<file path="src/rtl/cp0_pkg.sv">
// Shared CP0 definitions: register numbers, exception codes, bit positions and
// the EPC alignment helper used when an exception is taken.
package cp0_pkg;

   localparam logic [4:0] REG_COUNT   = 5'd9;
   localparam logic [4:0] REG_COMPARE = 5'd11;
   localparam logic [4:0] REG_SR      = 5'd12;
   localparam logic [4:0] REG_CAUSE   = 5'd13;
   localparam logic [4:0] REG_EPC     = 5'd14;
   localparam logic [4:0] REG_PRID    = 5'd15;

   localparam logic [4:0] EXC_INT  = 5'd0;
   localparam logic [4:0] EXC_ADEL = 5'd4;
   localparam logic [4:0] EXC_ADES = 5'd5;
   localparam logic [4:0] EXC_RI   = 5'd10;
   localparam logic [4:0] EXC_OV   = 5'd12;

   localparam int unsigned SR_IE     = 0;
   localparam int unsigned SR_EXL    = 1;
   localparam int unsigned IM_BASE   = 10;
   localparam int unsigned IP_BASE   = 10;
   localparam int unsigned CAUSE_TI  = 30;
   localparam int unsigned CAUSE_BD  = 31;
   localparam int unsigned INT_LINES = 6;

   localparam logic [31:0] EXC_VECTOR = 32'h0000_4180;

   // A delay-slot instruction restarts at its branch, one word earlier.
   function automatic logic [31:0] epc_target(input logic [31:0] pc, input logic bd);
      logic [31:0] tgt;
      tgt = bd ? (pc - 32'd4) : pc;
      return {tgt[31:2], 2'b00};
   endfunction

endpackage

</file>
<file path="src/rtl/cp0_timer.sv">
// Count/Compare timer: free-running counter with a sticky match flag that is
// cleared only by writing Compare.
module cp0_timer (
   input  logic        clk,
   input  logic        reset,
   input  logic        we_count,
   input  logic        we_compare,
   input  logic [31:0] wdata,
   output logic [31:0] count,
   output logic [31:0] compare,
   output logic        ti
);

   logic [31:0] count_r;
   logic [31:0] compare_r;
   logic        ti_r;

   // Counter, compare register and sticky match flag (Compare write beats a match).
   always_ff @(posedge clk or posedge reset) begin
      if (reset) begin
         count_r   <= 32'd0;
         compare_r <= 32'd0;
         ti_r      <= 1'b0;
      end else begin
         count_r <= we_count ? wdata : (count_r + 32'd1);
         if (we_compare) begin
            compare_r <= wdata;
            ti_r      <= 1'b0;
         end else if (count_r == compare_r) begin
            ti_r <= 1'b1;
         end
      end
   end

   assign count   = count_r;
   assign compare = compare_r;
   assign ti      = ti_r;

endmodule

</file>
<file path="src/rtl/cp0_unit.sv">
// Coprocessor 0 beside the M stage: interrupt/exception arbitration, EPC/Cause
// capture with delay-slot correction, mfc0/mtc0/eret and optional timer.
module cp0_unit
   import cp0_pkg::*;
#(
   parameter int          NUM_HWINT = 6,
   parameter bit          TIMER_EN  = 1'b1,
   parameter logic [31:0] PRID      = 32'h4D49_5053
) (
   input  logic                 clk,
   input  logic                 reset,
   input  logic                 we,
   input  logic [4:0]           addr,
   input  logic [31:0]          wdata,
   output logic [31:0]          rdata,
   input  logic [31:0]          pc_m,
   input  logic                 bd_m,
   input  logic                 exc_m,
   input  logic [4:0]           exc_code_m,
   input  logic                 eret_m,
   input  logic [NUM_HWINT-1:0] hw_int,
   output logic                 int_req,
   output logic [31:0]          epc
);

   logic [5:0]  im_r;
   logic [5:0]  hw_ip_r;
   logic        exl_r;
   logic        ie_r;
   logic        bd_r;
   logic [4:0]  exc_code_r;
   logic [31:0] epc_r;

   logic [5:0]  hw_pad_s;
   logic [5:0]  ip_s;
   logic        int_pend_s;
   logic        exc_take_s;
   logic        int_req_s;
   logic        wr_s;
   logic [31:0] count_s;
   logic [31:0] compare_s;
   logic        ti_s;
   logic [31:0] sr_s;
   logic [31:0] cause_s;

   assign hw_pad_s = 6'(hw_int);
   assign ip_s     = {hw_ip_r[5] | ti_s, hw_ip_r[4:0]};

   // EXL blocks both sources, which also masks everything during the eret cycle.
   assign int_pend_s = (|(ip_s & im_r)) & ie_r & ~exl_r;
   assign exc_take_s = exc_m & ~exl_r;
   assign int_req_s  = int_pend_s | exc_take_s;
   assign wr_s       = we & ~int_req_s;

   generate
      if (TIMER_EN) begin : g_timer
         cp0_timer u_timer (
            .clk       (clk),
            .reset     (reset),
            .we_count  (wr_s && (addr == REG_COUNT)),
            .we_compare(wr_s && (addr == REG_COMPARE)),
            .wdata     (wdata),
            .count     (count_s),
            .compare   (compare_s),
            .ti        (ti_s)
         );
      end else begin : g_no_timer
         assign count_s   = 32'd0;
         assign compare_s = 32'd0;
         assign ti_s      = 1'b0;
      end
   endgenerate

   assign sr_s    = {16'd0, im_r, 8'd0, exl_r, ie_r};
   assign cause_s = {bd_r, ti_s, 14'd0, ip_s, 3'd0, exc_code_r, 2'd0};

   // Exception entry, mtc0 updates and eret; mtc0 is dropped when an exception is taken.
   always_ff @(posedge clk or posedge reset) begin
      if (reset) begin
         im_r       <= 6'd0;
         hw_ip_r    <= 6'd0;
         exl_r      <= 1'b0;
         ie_r       <= 1'b0;
         bd_r       <= 1'b0;
         exc_code_r <= 5'd0;
         epc_r      <= 32'd0;
      end else begin
         hw_ip_r <= hw_pad_s;
         if (int_req_s) begin
            exl_r      <= 1'b1;
            exc_code_r <= int_pend_s ? EXC_INT : exc_code_m;
            bd_r       <= bd_m;
            epc_r      <= epc_target(pc_m, bd_m);
         end else begin
            if (we && (addr == REG_SR)) begin
               im_r  <= wdata[IM_BASE +: INT_LINES];
               exl_r <= wdata[SR_EXL];
               ie_r  <= wdata[SR_IE];
            end
            if (we && (addr == REG_EPC)) begin
               epc_r <= {wdata[31:2], 2'b00};
            end
            if (eret_m) begin
               exl_r <= 1'b0;
            end
         end
      end
   end

   // mfc0 read mux.
   always_comb begin
      rdata = 32'd0;
      case (addr)
         REG_COUNT:   rdata = count_s;
         REG_COMPARE: rdata = compare_s;
         REG_SR:      rdata = sr_s;
         REG_CAUSE:   rdata = cause_s;
         REG_EPC:     rdata = epc_r;
         REG_PRID:    rdata = PRID;
         default:     rdata = 32'd0;
      endcase
   end

   assign int_req = int_req_s;
   assign epc     = epc_r;

endmodule

</file>
<file path="config.mk">
export PLATFORM = sky130hd
export DESIGN_NAME = cp0_unit
export DESIGN_NICKNAME = d
export VERILOG_FILES = /design/src/rtl/cp0_pkg.sv /design/src/rtl/cp0_timer.sv /design/src/rtl/cp0_unit.sv
export SDC_FILE = /design/constraint.sdc
export NUM_CORES = 1
export LEC_CHECK = 0
export CAP_MARGIN = 10
export CORE_ASPECT_RATIO = 2
export CORE_MARGIN = 1
export CORE_UTILIZATION = 25
export DETAILED_ROUTE_END_ITERATION = 12
export PLACE_DENSITY = 0.45
export SYNTH_ARGS = -nofsm -noshare
export SYNTH_HDL_FRONTEND = slang
export SYNTH_SLANG_ARGS = --single-unit
</file>
<file path="constraint.sdc">
create_clock -name clk -period 4.7 [get_ports clk]
set_input_delay 0.705 -clock clk [delete_from_list [all_inputs] [get_ports clk]]
set_output_delay 0.705 -clock clk [all_outputs]
set_load 0.01 [all_outputs]
</file>
* After elaboration in Yosys (flattened, before gate mapping)
Cells that the tools add are included.
** Word-level totals
- Register bits :: 117
- Bits in latches :: 0
- Memory bits (writable) :: 0
- Memory bits (read-only) :: 0
- Input bits :: 86
- Output and inout port bits :: 65
- Memories kept :: 0
** Operators by class
- $add $sub $neg :: 2
- Multiply operators :: 0
- Div/mod/pow operators :: 0
- Magnitude comparators :: 0
- Equality and inequality tests :: 7
- Shift-type cells :: 0
- Mux-type cells :: 11
- Bitwise operators :: 9
- Reductions and logical operators :: 9
** Operators with widths (count)
- $pmux 32 s6 :: 1
- $mux 32 :: 4
- $add 32x1->32 const B :: 1
- $eq 32x32->1 :: 1
- $sub 32x3->32 const B :: 1
- $eq 5x4->1 const B :: 6
- $and 6x6->6 :: 1
- $reduce_or 6->1 :: 1
- $mux 1 :: 5
- $mux 5 :: 1
- $and 1x1->1 :: 4
- $logic_and 1x1->1 :: 4
- $reduce_bool 2->1 :: 2
- $reduce_bool 3->1 :: 1
- $not 1->1 :: 2
- $or 1x1->1 :: 2
- $reduce_and 2->1 :: 1

* Logic depth before layout (Yosys ltp)
- Word-level depth :: 10
- Mapped depth :: 7

* Hierarchy
From an unflattened synthesis, not the netlist that was laid out.
** Unflattened totals
- Cell total of the unflattened synthesis :: 690
- Area total of the unflattened synthesis :: 7006.7 um^2
** By module, submodules not included
- cp0_unit :: instances 1, cells an instance 383, area each 3702.3 um^2, sequential area each 1251.2 um^2
- cp0_timer :: instances 1, cells an instance 307, area each 3304.4 um^2, sequential area each 1626.6 um^2

* Least setup slack after synthesis
OpenSTA, ideal clock, no wires.
- Path kind :: input port to output port
- Start point :: in addr[1]
- End point :: out rdata[4]
- Arrival :: 2320 ps
- Required time :: 3995 ps
- Setup slack :: 1675 ps
- Stages on the path :: 5
- Path buffers :: 3
- Path through :: clkbuf_1 clkbuf_1 buf_1 nor2_1 o32ai_1
** Between the ends
- Longest elaborated chain between the ends :: 2
- Elaborated cells on any way between the ends :: 7
** RTL lines
- start, declared :: RTL line cp0_unit.sv:13 : input logic [4:0] addr,
- $eq 5x4->1 :: RTL line cp0_unit.sv:113 : case (addr)
- $pmux 32 s6 * :: RTL line cp0_unit.sv:113
- end, declared :: RTL line cp0_unit.sv:15 : output logic [31:0] rdata,
Mark *: on every way between the ends. The rest lies on a longest branch, timed or not.

* Worst setup path after layout
- Start point :: in addr[2]
- End point :: out rdata[10]
The elaborated chain is that of the path after synthesis.

==> impl_metrics.yaml <==
run_status:
  status: "finished clean"
critical_path:
  cp-start-kind: "input pin"
  critPathCaptureType: "output port"
  cp-startpoint: "addr[2]"
  crit_type: "input pin to output port"
  ff2ff_setup_slack_ns: 1.78
  crit_path_max_fanout: 5
  regToRegEndpoint: "g_timer.u_timer.compare[28]"
  r2r_start: "g_timer.u_timer.ti"
  cp_data_required_time_ns: 3.99
  rr_worst_depth: 6
  worstSetupEndpoint: "rdata[10]"
  critPathArrivalTime_ns: 3.26
timing:
  fmax_mhz: 252
  whs_ns: 0.519
  slew_headroom: 0.383
  setup_violations: 0
  setup_slack_ns: 0.733
  clock-skew-final_ns: 0.00885
  final-hold-violation-count: 0
  fin_crit_ns: 3.97
  drv_slew: 0
  fin_crit_sh: 0.844
  worst_slew_pin_slew_ns: 0.926
  rsz0062_at_grt: "no"
  fin_tns_setup_ns: 0
synthesis:
  syn_area_um2: 6940
  avgSynthCellArea_um2: 9.89
  yosysTopAreaCell: "dfrtp_1"
  synthAdderAreaFrac: 0.00360
  synth_area_leaders: "dfrtp_1 41%, mux2i_1 11%, xnor2_1 9.7%"
  synth_compound_area_frac: 0.0915
  synth-xor-area-share: 0.114
  yosysWarnings: 0
  synthMuxAreaShare: 0.178
  async_flop_share: 1.00
  synth_top_family_by_area: "multiplexers"
  seq_area_frac_synth: 0.414
  yosys.area_share.simple: 0.165
  synth_edf_count: 0
  syn_inst: 702
  synth_top_area_frac: 0.414
  synth_ff_type: "dfrtp_1"
  synth_cell_types: 51
  ys_ff_latch: 115
power:
  p_leak_nw: 3.82
  pwr_density_cell_nw_per_um2: 504
  max-vdd-ir-drop_v: 0.000263
clock_tree:
  cts-root-buf: "clkbuf_16"
  cts_tree: "yes"
  clock_path_buffers: 2
  cts_post_setup_buffers_inserted: 0
  cts_buffers: 17
  cts.repair.resized: 0
  htreeDepth: 4
  clkTransAtPathRegs_ns: 0.05
  clkLatencyLatePin_ns: 0.43
  ctsHoldBuffers: 0
  cts_sinks: 115
detailed_routing:
  drt-vias-per-instance: 4.92
  dr.pass1.iters: 4
  postRouteAntennaNets: 0
  wl_per_cell_um: 22.0
  num_vias: 5929
  drtIter0Drc: 299
  wirelength_mm: 26.5
  drc: 0
final_layout:
  synthToLayoutAreaGrowth_pct: 36.7
  final_common_cell: "clkdlybuf4s50_1"
  n_fill_cell: 2816
  fin_area_um2: 9500
  final_cell_mix: "145 x clkdlybuf4s50_1, 115 x dfrtp_1, 77 x xnor2_1"
  final_core_util: 0.346
  multi_input_area_um2: 3860
  diodes: 0
  fin_nets: 929
  seq_area_um2: 2880
  drive_gt1_frac: 0.135
flow_run:
  cap_violations: 0
hold_path:
  hp-class: "register to register"
placed_design:
  hpwl_mm: 19.9
  portBuffers: 146
  place_ws_ns: 0.739
  place_area_um2: 8840
  routabilityCongestion: 0.793
floorplanning:
  die_w_um: 120
  die_h_um: 238
  io_pins: 151
  start_util: 0.253
  rows: 86
  die_area_um2: 28500
  core_um2: 27400
global_routing:
  overflow: 0
  grt_pass1_wl_mm: 40.5
  grt_start_max_net_pins: 64
  track_usage: 0.196
  grt_pass1_vias: 6369
  antenna_found_initial: 0
-- cell type report --
| class | instances | area share |
|---|---|---|
| Clock buffer | 22 | 0.0499 |
| Inverter | 10 | 0.00422 |
| Clock inverter | 10 | 0.0187 |
| Timing Repair Buffer | 165 | 0.171 |
| Tap cell | 352 | 0.0464 |
| Sequential cell | 115 | 0.303 |
| Multi-Input combinational cell | 532 | 0.407 |
-- stage by stage --
step	std cells	power, W
2_1_floorplan	703	0.00256
3_3_place_gp	1174	0.00335
6_report	1206	0.00479
5_1_grt	1206	0.00506
4_1_cts	1206	0.00485
3_5_place_dp	1174	0.00337
-- report_power, final --
group / internal (W) / switching (W)
combinational: 0.000826 / 0.000726
clock: 0.000978 / 0.000482
sequential: 0.00134 / 0.000433
total: 0.00315 / 0.00164
-- Yosys cell counts, types with 2 or more instances --
cell type and n:
nor4_1 16, nand3_1 12, buf_2 5, or4_4 2
nor3b_1 5, nor2_1 40, dfrtp_1 115, a222oi_1 3
a21oi_1 20, xnor2_1 77, clkbuf_1 36, nand2b_1 2
buf_1 2, or2_2 3, nor3_1 12, inv_1 10
xor2_1 13, mux2_2 45, and3_1 5, buf_4 2
a22o_1 5, nand4_1 19, and4_1 6, o32ai_1 3
o21ai_1 23, a221o_1 6, o2bb2ai_1 6, nand3b_1 2
nor3_2 5, or4_1 3, mux2i_1 73, ha_1 2
o21ai_0 26, nand2_1 77, or3_1 2, o31ai_1 3
a22oi_1 2
-- how the worst min path moves through the flow --
stage	start	end	slack, ns	cells past startpoint
global route	bd_r	bd_r	0.54	1
CTS	bd_r	bd_r	0.52	1
detailed placement	exc_code_r[3]	exc_code_r[3]	0.50	1
finish	exc_code_r[4]	exc_code_r[4]	0.52	1
floorplan	exc_code_r[2]	exc_code_r[2]	0.47	1
global placement	exc_code_r[1]	exc_code_r[1]	0.49	1
-- cells by family (layout without fill, tap and decap cells) --
| kind of cell | Yosys count | after routing |
|---|---|---|
| adder cells (fa/ha/maj) | 2 | 2 |
| multiplexers | 118 | 118 |
| other | 1 | 2 |
| AND/OR/NAND/NOR | 219 | 219 |
| AO/OA/AOI/OAI | 101 | 101 |
| flip-flops | 115 | 115 |
| buffers and inverters | 56 | 207 |
| XOR/XNOR | 90 | 90 |
-- sequential cells by signal (all words and copies together) (netlist names) --
name / cells
hw_ip_r: 6
g_timer.u_timer.count: 32
ie_r: 1
epc: 30
g_timer.u_timer.ti: 1
g_timer.u_timer.compare: 32
im_r: 6
exc_code_r: 5
exl_r: 1
bd_r: 1
-- per-layer routing --
metal  vias to the layer above  global-route usage  part of all wire
li1                       2782                   -                 -
met1                      2979               0.199              0.36
met2                       134               0.389              0.59
met3                        34              0.0295             0.025
met4                         0              0.0784             0.028
met5                         -                   0                 0
-- critical path, cell delays in order --
cell	delay, ns
clkdlybuf4s50_1	0.55
nand3b_1	0.31
nor3b_1	0.67
buf_4	0.30
a222oi_1	0.10
nand2_1	0.09
clkdlybuf4s50_1	0.53
Power figures use the tool's default switching activity.
